File: src/rtl/stopwatch_counter.sv
// BCD MM:SS stopwatch core with run/pause and per-field adjust mode.
// Optional rollover pulse on wrap is enabled by defining STOPWATCH_WRAP_PULSE_EN.
module stopwatch_counter #(
    parameter int MAX_MINUTES = 59,
    parameter int SECONDS_MAX = 59
) (
    input  logic       clk,
    input  logic       rst,
    input  logic       tick_1hz,
    input  logic       tick_2hz,
    input  logic       pause,
    input  logic       adj,
    input  logic       sel,
    output logic [3:0] minutes_1,
    output logic [3:0] minutes_0,
    output logic [3:0] seconds_1,
    output logic [3:0] seconds_0,
    output logic       paused,
    output logic       wrap
);

    localparam logic [3:0] MIN_MAX_TENS = 4'(MAX_MINUTES / 10);
    localparam logic [3:0] MIN_MAX_ONES = 4'(MAX_MINUTES % 10);
    localparam logic [3:0] SEC_MAX_TENS = 4'(SECONDS_MAX / 10);
    localparam logic [3:0] SEC_MAX_ONES = 4'(SECONDS_MAX % 10);

    typedef enum logic {
        RUN    = 1'b0,
        PAUSED = 1'b1
    } run_state_t;

    run_state_t state, state_next;

    logic [3:0] min_tens, min_ones, sec_tens, sec_ones;
    logic [3:0] min_tens_next, min_ones_next, sec_tens_next, sec_ones_next;
    logic       sec_inc, min_inc, sec_carry, sec_at_max, min_at_max;

    always_comb begin
        state_next = state;
        if (pause) begin
            state_next = (state == RUN) ? PAUSED : RUN;
        end
    end

    // Ticks are gated by the pre-toggle state; the carry into minutes exists only in normal mode.
    always_comb begin
        sec_at_max = (sec_tens == SEC_MAX_TENS) && (sec_ones == SEC_MAX_ONES);
        min_at_max = (min_tens == MIN_MAX_TENS) && (min_ones == MIN_MAX_ONES);
        sec_inc    = adj ? (tick_2hz && sel) : (tick_1hz && (state == RUN));
        sec_carry  = !adj && sec_inc && sec_at_max;
        min_inc    = (adj && tick_2hz && !sel) || sec_carry;

        sec_tens_next = sec_tens;
        sec_ones_next = sec_ones;
        if (sec_inc) begin
            if (sec_at_max) begin
                sec_tens_next = '0;
                sec_ones_next = '0;
            end else if (sec_ones == 4'd9) begin
                sec_tens_next = sec_tens + 4'd1;
                sec_ones_next = '0;
            end else begin
                sec_ones_next = sec_ones + 4'd1;
            end
        end

        min_tens_next = min_tens;
        min_ones_next = min_ones;
        if (min_inc) begin
            if (min_at_max) begin
                min_tens_next = '0;
                min_ones_next = '0;
            end else if (min_ones == 4'd9) begin
                min_tens_next = min_tens + 4'd1;
                min_ones_next = '0;
            end else begin
                min_ones_next = min_ones + 4'd1;
            end
        end
    end

    always_ff @(posedge clk) begin
        if (rst) begin
            state    <= RUN;
            min_tens <= '0;
            min_ones <= '0;
            sec_tens <= '0;
            sec_ones <= '0;
        end else begin
            state    <= state_next;
            min_tens <= min_tens_next;
            min_ones <= min_ones_next;
            sec_tens <= sec_tens_next;
            sec_ones <= sec_ones_next;
        end
    end

`ifdef STOPWATCH_WRAP_PULSE_EN
    logic rollover;
    logic wrap_q;

    assign rollover = sec_carry && min_at_max;

    always_ff @(posedge clk) begin
        if (rst) begin
            wrap_q <= 1'b0;
        end else begin
            wrap_q <= rollover;
        end
    end

    assign wrap = wrap_q;
`else
    assign wrap = 1'b0;
`endif

    assign minutes_1 = min_tens;
    assign minutes_0 = min_ones;
    assign seconds_1 = sec_tens;
    assign seconds_0 = sec_ones;
    assign paused    = (state == PAUSED);

endmodule
File: config.mk
export PLATFORM = sky130hd
export DESIGN_NAME = stopwatch_counter
export DESIGN_NICKNAME = d
export VERILOG_FILES = /design/src/rtl/stopwatch_counter.sv
export SDC_FILE = /design/constraint.sdc
export NUM_CORES = 1
export LEC_CHECK = 0
export BUFFER_PORTS_ARGS = -buffer_cell sky130_fd_sc_hd__buf_4
export CAP_MARGIN = 20
export CORE_MARGIN = 5
export CORE_UTILIZATION = 45
export CTS_BUF_LIST = sky130_fd_sc_hd__clkbuf_8
export CTS_CLUSTER_SIZE = 12
export DETAILED_ROUTE_END_ITERATION = 12
export GPL_TIMING_DRIVEN = 0
export PLACE_DENSITY = 0.7
export SLEW_MARGIN = 20
export SYNTH_ARGS = -nofsm -noshare
export SYNTH_HDL_FRONTEND = slang
export SYNTH_SLANG_ARGS = --single-unit
File: constraint.sdc
create_clock -name clk -period 1.8 [get_ports clk]
set_input_delay 0.54 -clock clk [delete_from_list [all_inputs] [get_ports clk]]
set_output_delay 0.54 -clock clk [all_outputs]
set_load 0.02 [all_outputs]
# ---- Word-level counts from Yosys, hierarchy flattened
# Cells that the tools add are included.
dict set report word_totals {
  reg_bits 17
  out_inout_bits 18
  elab_cells 39
  inputBits 7
}
dict set report classes {
  eq_ne 4
  n_addsub 4
  reduce_logical 15
  muxes 10
  bitwise 1
}
# op n
set ops {}
lappend ops {{4-bit 2-to-1 mux} 8}
lappend ops {{4-bit by 1-bit adder with 4-bit output (second input constant)} 4}
lappend ops {{4-bit by 3-bit == test with 1-bit output (second input constant)} 2}
lappend ops {{4-bit == test (second input constant)} 2}
lappend ops {{1-bit logical AND} 8}
lappend ops {{2-bit AND reduction} 2}
lappend ops {{2-bit nonzero test} 2}
lappend ops {{1-bit zero test} 2}
lappend ops {{1-bit 2-to-1 mux} 2}
lappend ops {{1-bit logical OR} 1}
lappend ops {{1-bit NOT} 1}

# ---- Logic depth before layout (Yosys ltp)
# Gate-level depths: netlist of run 1.
dict set report depth {
  word_depth 7
  mapped_depth 7
}

# ---- Worst setup path before layout of run 1
# Ideal clock, no wire load.
dict set report synth_path {
  kind {register -> register}
  from {register sec_ones[1] (netlist: seconds_0[1])}
  to {register min_tens[3] (netlist: minutes_1[3])}
  setup_time_ns 0.101
  stages_incl_launch_ff 8
  path_buffers 1
  t_arrival_ns 1.666
  required_time_ns 1.699
  slack_ns 0.033
  path_cell_list {dfxtp_1 inv_1 ha_1 and3b_1 a31oi_1 buf_2 o311ai_0 o41ai_1}
}
dict set report synth_via {
  elab_chain_cells 5
}
# element line
set synth_rtl {}
lappend synth_rtl {{start: declaration} 34} ;# logic [3:0] min_tens, min_ones, sec_tens, sec_ones;
lappend synth_rtl {{start signal: assignment} 94} ;# sec_ones <= sec_ones_next;
lappend synth_rtl {{4-bit == test} 47} ;# sec_at_max = (sec_tens == SEC_MAX_TENS) && (sec_ones == SEC_MAX_ONES);
lappend synth_rtl {{1-bit logical AND} 47}
lappend synth_rtl {{1-bit logical AND} 50} ;# sec_carry = !adj && sec_inc && sec_at_max;
lappend synth_rtl {{1-bit logical OR} 51} ;# min_inc = (adj && tick_2hz && !sel) || sec_carry;
lappend synth_rtl {{2-bit AND reduction (no source line)} -}
lappend synth_rtl {{end signal: assignment} 91} ;# min_tens <= min_tens_next;
lappend synth_rtl {{end: declaration} 34}
# No other way between the ends.
# A chain may end at the register's enable or synchronous reset.

# ---- Worst setup path after layout of run 1
dict set report layout_path {
  from {register sec_tens[0] (netlist: seconds_1[0])}
  to {register min_tens[1] (netlist: minutes_1[1])}
}
dict set report layout_via {
  elab_chain_cells 5
}
# element line
set layout_rtl {}
lappend layout_rtl {{start: declaration} 34}
lappend layout_rtl {{start signal: assignment} 93} ;# sec_tens <= sec_tens_next;
lappend layout_rtl {{4-bit by 3-bit == test with 1-bit output} 47}
lappend layout_rtl {{1-bit logical AND} 47}
lappend layout_rtl {{1-bit logical AND} 50}
lappend layout_rtl {{1-bit logical OR} 51}
lappend layout_rtl {{2-bit AND reduction (no source line)} -}
# No other way between the ends.

==> results.sh, run 1 <==
export IMPL_status="finished, final reports clean"
export IMPL_critPathLaunchType="register"
export IMPL_finish_utilization=0.613
export IMPL_r2r_slack_ns=0.11
export IMPL_path_class="register to register"
export IMPL_vias=846
export IMPL_cts_tree="built"
export IMPL_clock_sinks=17
export IMPL_synth_area_leaders="dfxtp_1, ha_1, o21ai_0, a21oi_1, nor2_1"
export IMPL_yosysTopAreaCellShare=0.373
export IMPL_finClkSkew_ns=0.00370
export IMPL_critical_path_arrival_ns=1.87
export IMPL_end_kind="register"
export IMPL_setup_viol=0
export IMPL_grt_pass1_wl_um=3370
export IMPL_grt_ovfl_total=0
export IMPL_grt_max_degree=11
export IMPL_place_congestion=0.714
export IMPL_hpwl_um=1500
export IMPL_yosysSeqAreaShare=0.373
export IMPL_wl_per_cell_um=12.7
export IMPL_root_buffer="clkbuf_8"
export IMPL_grt_pass1_vias=810
export IMPL_die_h_um=55.1
export IMPL_required_ns=1.98
export IMPL_final_layout_size_suffix_gt1_frac=0.288
export IMPL_post_route_period_util=0.939
export IMPL_yosys_area_top_type="dfxtp_1"
export IMPL_synth_seq_cells=17
export IMPL_vias_per_cell=5.32
export IMPL_row_count=16
export IMPL_hp_class="register to register"
export IMPL_antenna_found_initial=0
export IMPL_drcViolationCount=0
export IMPL_port_buffers=23
export IMPL_post_synth_instance_area_um2=913
export IMPL_peakVddDrop_v=0.000642
export IMPL_die_w_um=55.1
export IMPL_yosys_warnings=0
export IMPL_h_tree_depth=1
export IMPL_cts_path_max_buffers=2
export IMPL_ant_nets=0
export IMPL_fin_hold_ws_ns=0.482
export IMPL_powerDensity_nw_per_um2=648
export IMPL_yosysUniqueCellTypes=30
export IMPL_ctsHoldBuffers=0
export IMPL_wl_um=2020
export IMPL_start_util=0.470
export IMPL_areaGrowthSynthToFinish_pct=30.4
export IMPL_clk_latency_ns=0.25
export IMPL_hold_violations=0
export IMPL_maxCapViolCount=0
export IMPL_nets=148
export IMPL_p_leak_uw=0.000505
export IMPL_die_area_um2=3030
export IMPL_cts_setup_buffers=0
export IMPL_fin_crit_ns=1.69
export IMPL_rsz0062_at_grt="no"
export IMPL_core_um2=1940
export IMPL_clk_transition_reported_paths_ns=0.07
export IMPL_first_iter_violations=5
export IMPL_slew_violations=0
export IMPL_syn_area_per_cell_um2=8.70
export IMPL_netlist_instances=105
export IMPL_fmax_mhz=591
export IMPL_fin_setup_tns_ns=0
export IMPL_synth_fp_nets=120
export IMPL_n_antenna_cell=0
export IMPL_worstPathMaxFanout=7
export IMPL_drt_pass1_iter_count=3
export IMPL_cts_buffers=3
export IMPL_io_pins=25
export IMPL_grt_usage=0.154
-- sequential cells by signal, indices dropped and copies added (netlist names) --
name       count
minutes_0      4
minutes_1      4
seconds_0      4
seconds_1      4
paused         1
-- metrics by stage --
step / total power, uW / worst slack (ns) / area (um^2) / instances
after floorplan: 457 / 0.0329 / 913 / 105
after global placement: 493 / -0.139 / 1120 / 155
after detailed placement: 496 / -0.197 / 1120 / 155
after CTS: 778 / 0.0315 / 1180 / 159
after global routing: 814 / 0.000590 / 1190 / 159
final: 772 / 0.109 / 1190 / 159
-- placed cells by master, fill, tap and decap left out --
cell type   n
dfxtp_1    14
and3_1      1
nand3b_1    2
a31oi_4     1
or3b_2      1
o41ai_1     1
and3b_2     2
xor2_1      2
or4b_1      1
a21boi_0    1
o21ai_2     1
nor3b_2     1
xnor2_1     3
nand3_1     5
nand2_1     6
a211oi_1    1
dfxtp_2     3
or4_1       4
mux2i_1     1
o311ai_1    1
clkbuf_1    1
inv_1       7
buf_4      25
conb_1      1
o21ai_0     9
a21oi_1     9
ha_1        8
and3b_1     3
nor2_1     10
o221a_2     1
clkbuf_8    3
or3_1       3
-- cell families (layout without fill, tap and decap cells) --
| group | Yosys count | count (layout) | synth area share |
|---|---|---|---|
| compound gates | 25 | 25 | 0.159 |
| xor+xnor | 5 | 5 | 0.0480 |
| fa+ha+maj | 8 | 8 | 0.110 |
| buf+inv | 9 | 36 | 0.0425 |
| flops | 17 | 17 | 0.373 |
| mux | 1 | 1 | 0.0110 |
| other cells | 1 | 1 | 0.00411 |
| simple gates | 39 | 39 | 0.253 |
-- Yosys cell counts, drive strengths merged --
library cell and count:
or4b 1, a31oi 1, o221a 1, clkbuf 1
xnor2 3, or3b 1, nor3b 1, o311ai 1
and3 1, a21oi 9, and3b 5, nand3b 2
nand3 5, a211oi 1, or4 4, dfxtp 17
mux2i 1, or3 3, ha 8, nand2 6
a21boi 1, buf 2, inv 6, nor2 10
o21ai 10, conb 1, o41ai 1, xor2 2
-- layout make-up --
cell class | instances | area [um^2]
Inverter | 6 | 22.5
Fill cell | 190 | 751
Buffer | 3 | 18.8
Clock buffer | 3 | 41.3
Clock inverter | 1 | 3.75
Sequential cell | 17 | 344
Multi-Input combinational cell | 79 | 554
Tap cell | 27 | 33.8
Timing Repair Buffer | 23 | 173
-- worst paths after layout --
check / start / endpoint / cells past startpoint
hold / removal: seconds_1[1] / seconds_1[1] / 2
setup reg to reg: seconds_1[0] / minutes_1[1] / 5
setup / recovery: seconds_1[0] / minutes_1[1] / 5
hold reg to reg: seconds_1[1] / seconds_1[1] / 2
-- per-layer routing --
metal  global-route usage  wire, um  up-vias
li1                     -         -      423
met1                0.160       861      402
met2                0.281      1030       16
met3               0.0536       101        5
met4               0.0607        23        0
met5                    0         0        -
-- worst max-delay path, stage by stage, from the launching register on --
cell and delay (ns):
dfxtp_2 0.39, ha_1 0.15, and3b_2 0.25, a31oi_4 0.14, or4_1 0.54, a21oi_1 0.16
-- timing repair --
action / 4_1_cts / 5_1_grt
pin swaps: 0 / 1
gates resized for setup: 4 / 7
endpoints found under the setup margin: 8 / 8
-- power by group --
part	switching [uW]	total [uW]	internal, uW
registers	13.8	400	386
logic	48.6	90.5	42.0
clock network	130	281	151
Power figures use the tool's default switching activity.
==> run 2: changes to the inputs <==
--- a/config.mk
+++ b/config.mk
@@ -8,12 +8,12 @@
 export BUFFER_PORTS_ARGS = -buffer_cell sky130_fd_sc_hd__buf_4
 export CAP_MARGIN = 20
 export CORE_MARGIN = 5
-export CORE_UTILIZATION = 45
+export CORE_UTILIZATION = 53
 export CTS_BUF_LIST = sky130_fd_sc_hd__clkbuf_8
 export CTS_CLUSTER_SIZE = 12
 export DETAILED_ROUTE_END_ITERATION = 12
 export GPL_TIMING_DRIVEN = 0
-export PLACE_DENSITY = 0.7
+export PLACE_DENSITY = 0.81
 export SLEW_MARGIN = 20
 export SYNTH_ARGS = -nofsm -noshare
 export SYNTH_HDL_FRONTEND = slang
==> run 2 against run 1 <==
- combinational power is 2% lower
- worst hold slack better by 0.029 ns
- first-iteration DRC count stayed put
- fmax is 1.6% higher
==> results.sh, run 2 (synthesis results as in run 1) <==
export IMPL_peakVddDrop_v=0.000507
export IMPL_timing_rr_start="seconds_1[1]"
export IMPL_fin_crit_ns=1.66
export IMPL_root_buffer="clkbuf_8"
export IMPL_die_area_um2=2650
export IMPL_ant_nets=0
export IMPL_hpwl_um=1420
export IMPL_dp_slack_ns=-0.221
export IMPL_die_h_um=51.5
export IMPL_vias_per_cell=5.58
export IMPL_rsz0062_at_grt="no"
export IMPL_wl_per_cell_um=12.3
export IMPL_r2r_slack_ns=0.14
export IMPL_drt_pass1_iter_count=4
export IMPL_finish_utilization=0.695
export IMPL_port_buffers=23
export IMPL_min_to="seconds_1[3]"
export IMPL_final_cell_mix="buf_4, dfxtp_1, nor2_1"
export IMPL_grt_ovfl_total=0
export IMPL_drcViolationCount=0
export IMPL_final_layout_size_suffix_gt1_frac=0.273
export IMPL_worst_path_max_delay_cell="dfxtp_1"
export IMPL_worstHoldPathCells=2
export IMPL_grt_usage=0.165
export IMPL_cts_tree="built"
export IMPL_nets=148
export IMPL_cts_path_max_buffers=2
export IMPL_finClkSkew_ns=0.00203
export IMPL_clock_sinks=17
export IMPL_row_count=15
export IMPL_grt_pass1_wl_um=3350
export IMPL_maxCapViolCount=0
export IMPL_die_w_um=51.5
export IMPL_reg2reg_to="minutes_1[3]"
export IMPL_antenna_found_initial=0
export IMPL_grt_pass1_vias=776
export IMPL_critical_path_arrival_ns=1.79
export IMPL_fmax_mhz=601
export IMPL_h_tree_depth=1
export IMPL_end_kind="register"
export IMPL_p_leak_uw=0.000504
export IMPL_ctsHoldBuffers=0
export IMPL_setup_viol=0
export IMPL_place_congestion=0.784
export IMPL_ff_latch_area_um2=343
export IMPL_status="finished, final reports clean"
export IMPL_start_util=0.541
export IMPL_final_common_cell="buf_4"
export IMPL_fin_hold_ws_ns=0.511
export IMPL_stdcell_area_um2=1170
export IMPL_io_pins=25
export IMPL_clk_latency_ns=0.25
export IMPL_setup_ws_ns=0.135
export IMPL_cts_buffers=3
export IMPL_n_antenna_cell=0
export IMPL_grt_max_degree=11
export IMPL_critPathLaunchType="register"
export IMPL_r2r_cells=7
export IMPL_post_route_period_util=0.925
export IMPL_worstPathMaxFanout=10
export IMPL_cp_cell_sequence="inv_1, ha_1, and3b_2, a31oi_4, clkbuf_4, o311ai_1, o41ai_1"
export IMPL_clk_transition_reported_paths_ns=0.06
export IMPL_multi_input_area_um2=549
export IMPL_dpl_cell_area_um2=1110
export IMPL_vias=832
export IMPL_first_iter_violations=5
export IMPL_num_fill_cells=134
export IMPL_hp_class="register to register"
export IMPL_path_class="register to register"
export IMPL_min_from="seconds_1[3]"
export IMPL_hold_violations=0
export IMPL_slew_violations=0
export IMPL_wl_um=1840
export IMPL_areaGrowthSynthToFinish_pct=28.5
export IMPL_cpPeakStageDelay_ns=0.34
export IMPL_powerDensity_nw_per_um2=660
export IMPL_required_ns=1.93
export IMPL_core_um2=1690
run 2: cell types whose count changed in the layout (fill, tap and decap cells not counted), sizes merged:
cell,change
inv,-1
buf,-1
clkinv,+1
clkbuf,+1
run 2: critical path, delay by kind of cell, from the launching register on:
kind / cells / cell delay, ns
adders and majority gates: 1 / 0.13
buffers and inverters: 2 / 0.28
and+or+nand+nor: 1 / 0.25
DFF: 1 / 0.34
AOI/OAI and AO/OA: 3 / 0.54
run 2: worst max-delay path by stage:
stage	endpoint	cells after the start	slack [ns]	from
2_1_floorplan	minutes_1[3]	7	0.03	seconds_0[1]
3_3_place_gp	minutes_1[3]	6	-0.15	adj
3_5_place_dp	minutes_1[3]	6	-0.22	adj
4_1_cts	minutes_1[3]	6	0.004	seconds_0[0]
5_1_grt	minutes_1[3]	6	0.02	seconds_1[1]
6_report	minutes_1[3]	7	0.14	seconds_1[1]
run 2: per-layer routing:
metal | track usage | wire, um | part of all wire | up-vias
li1 | - | - | - | 430
met1 | 0.210 | 861 | 0.47 | 372
met2 | 0.263 | 815 | 0.44 | 25
met3 | 0.0287 | 112 | 0.061 | 5
met4 | 0.0917 | 46 | 0.025 | 0
met5 | 0 | 0 | 0 | -
run 2: through the flow:
stage	TNS, ns	cells	total power, uW
finish	0	149	775
CTS	0	149	783
global route	0	149	816
floorplan	0	105	457
global placement	-0.789	145	492
detailed placement	-0.855	145	494
run 2: power by group:
group	switching, uW	internal (uW)
registers	12.4	386
logic	47.4	41.6
clock network	133	154
run 2: cell type report:
cell class | instances | share of cell area
Multi-Input combinational cell | 79 | 0.468
Sequential cell | 17 | 0.292
Timing Repair Buffer | 23 | 0.147
Clock buffer | 3 | 0.0352
Inverter | 6 | 0.0192
Tap cell | 17 | 0.0181
Buffer | 3 | 0.0160
Clock inverter | 1 | 0.00426
run 2: what timing repair did:
action	4_1_cts	5_1_grt
buffers inserted	0	0
setup endpoints to repair	8	3
gates resized for setup	3	4
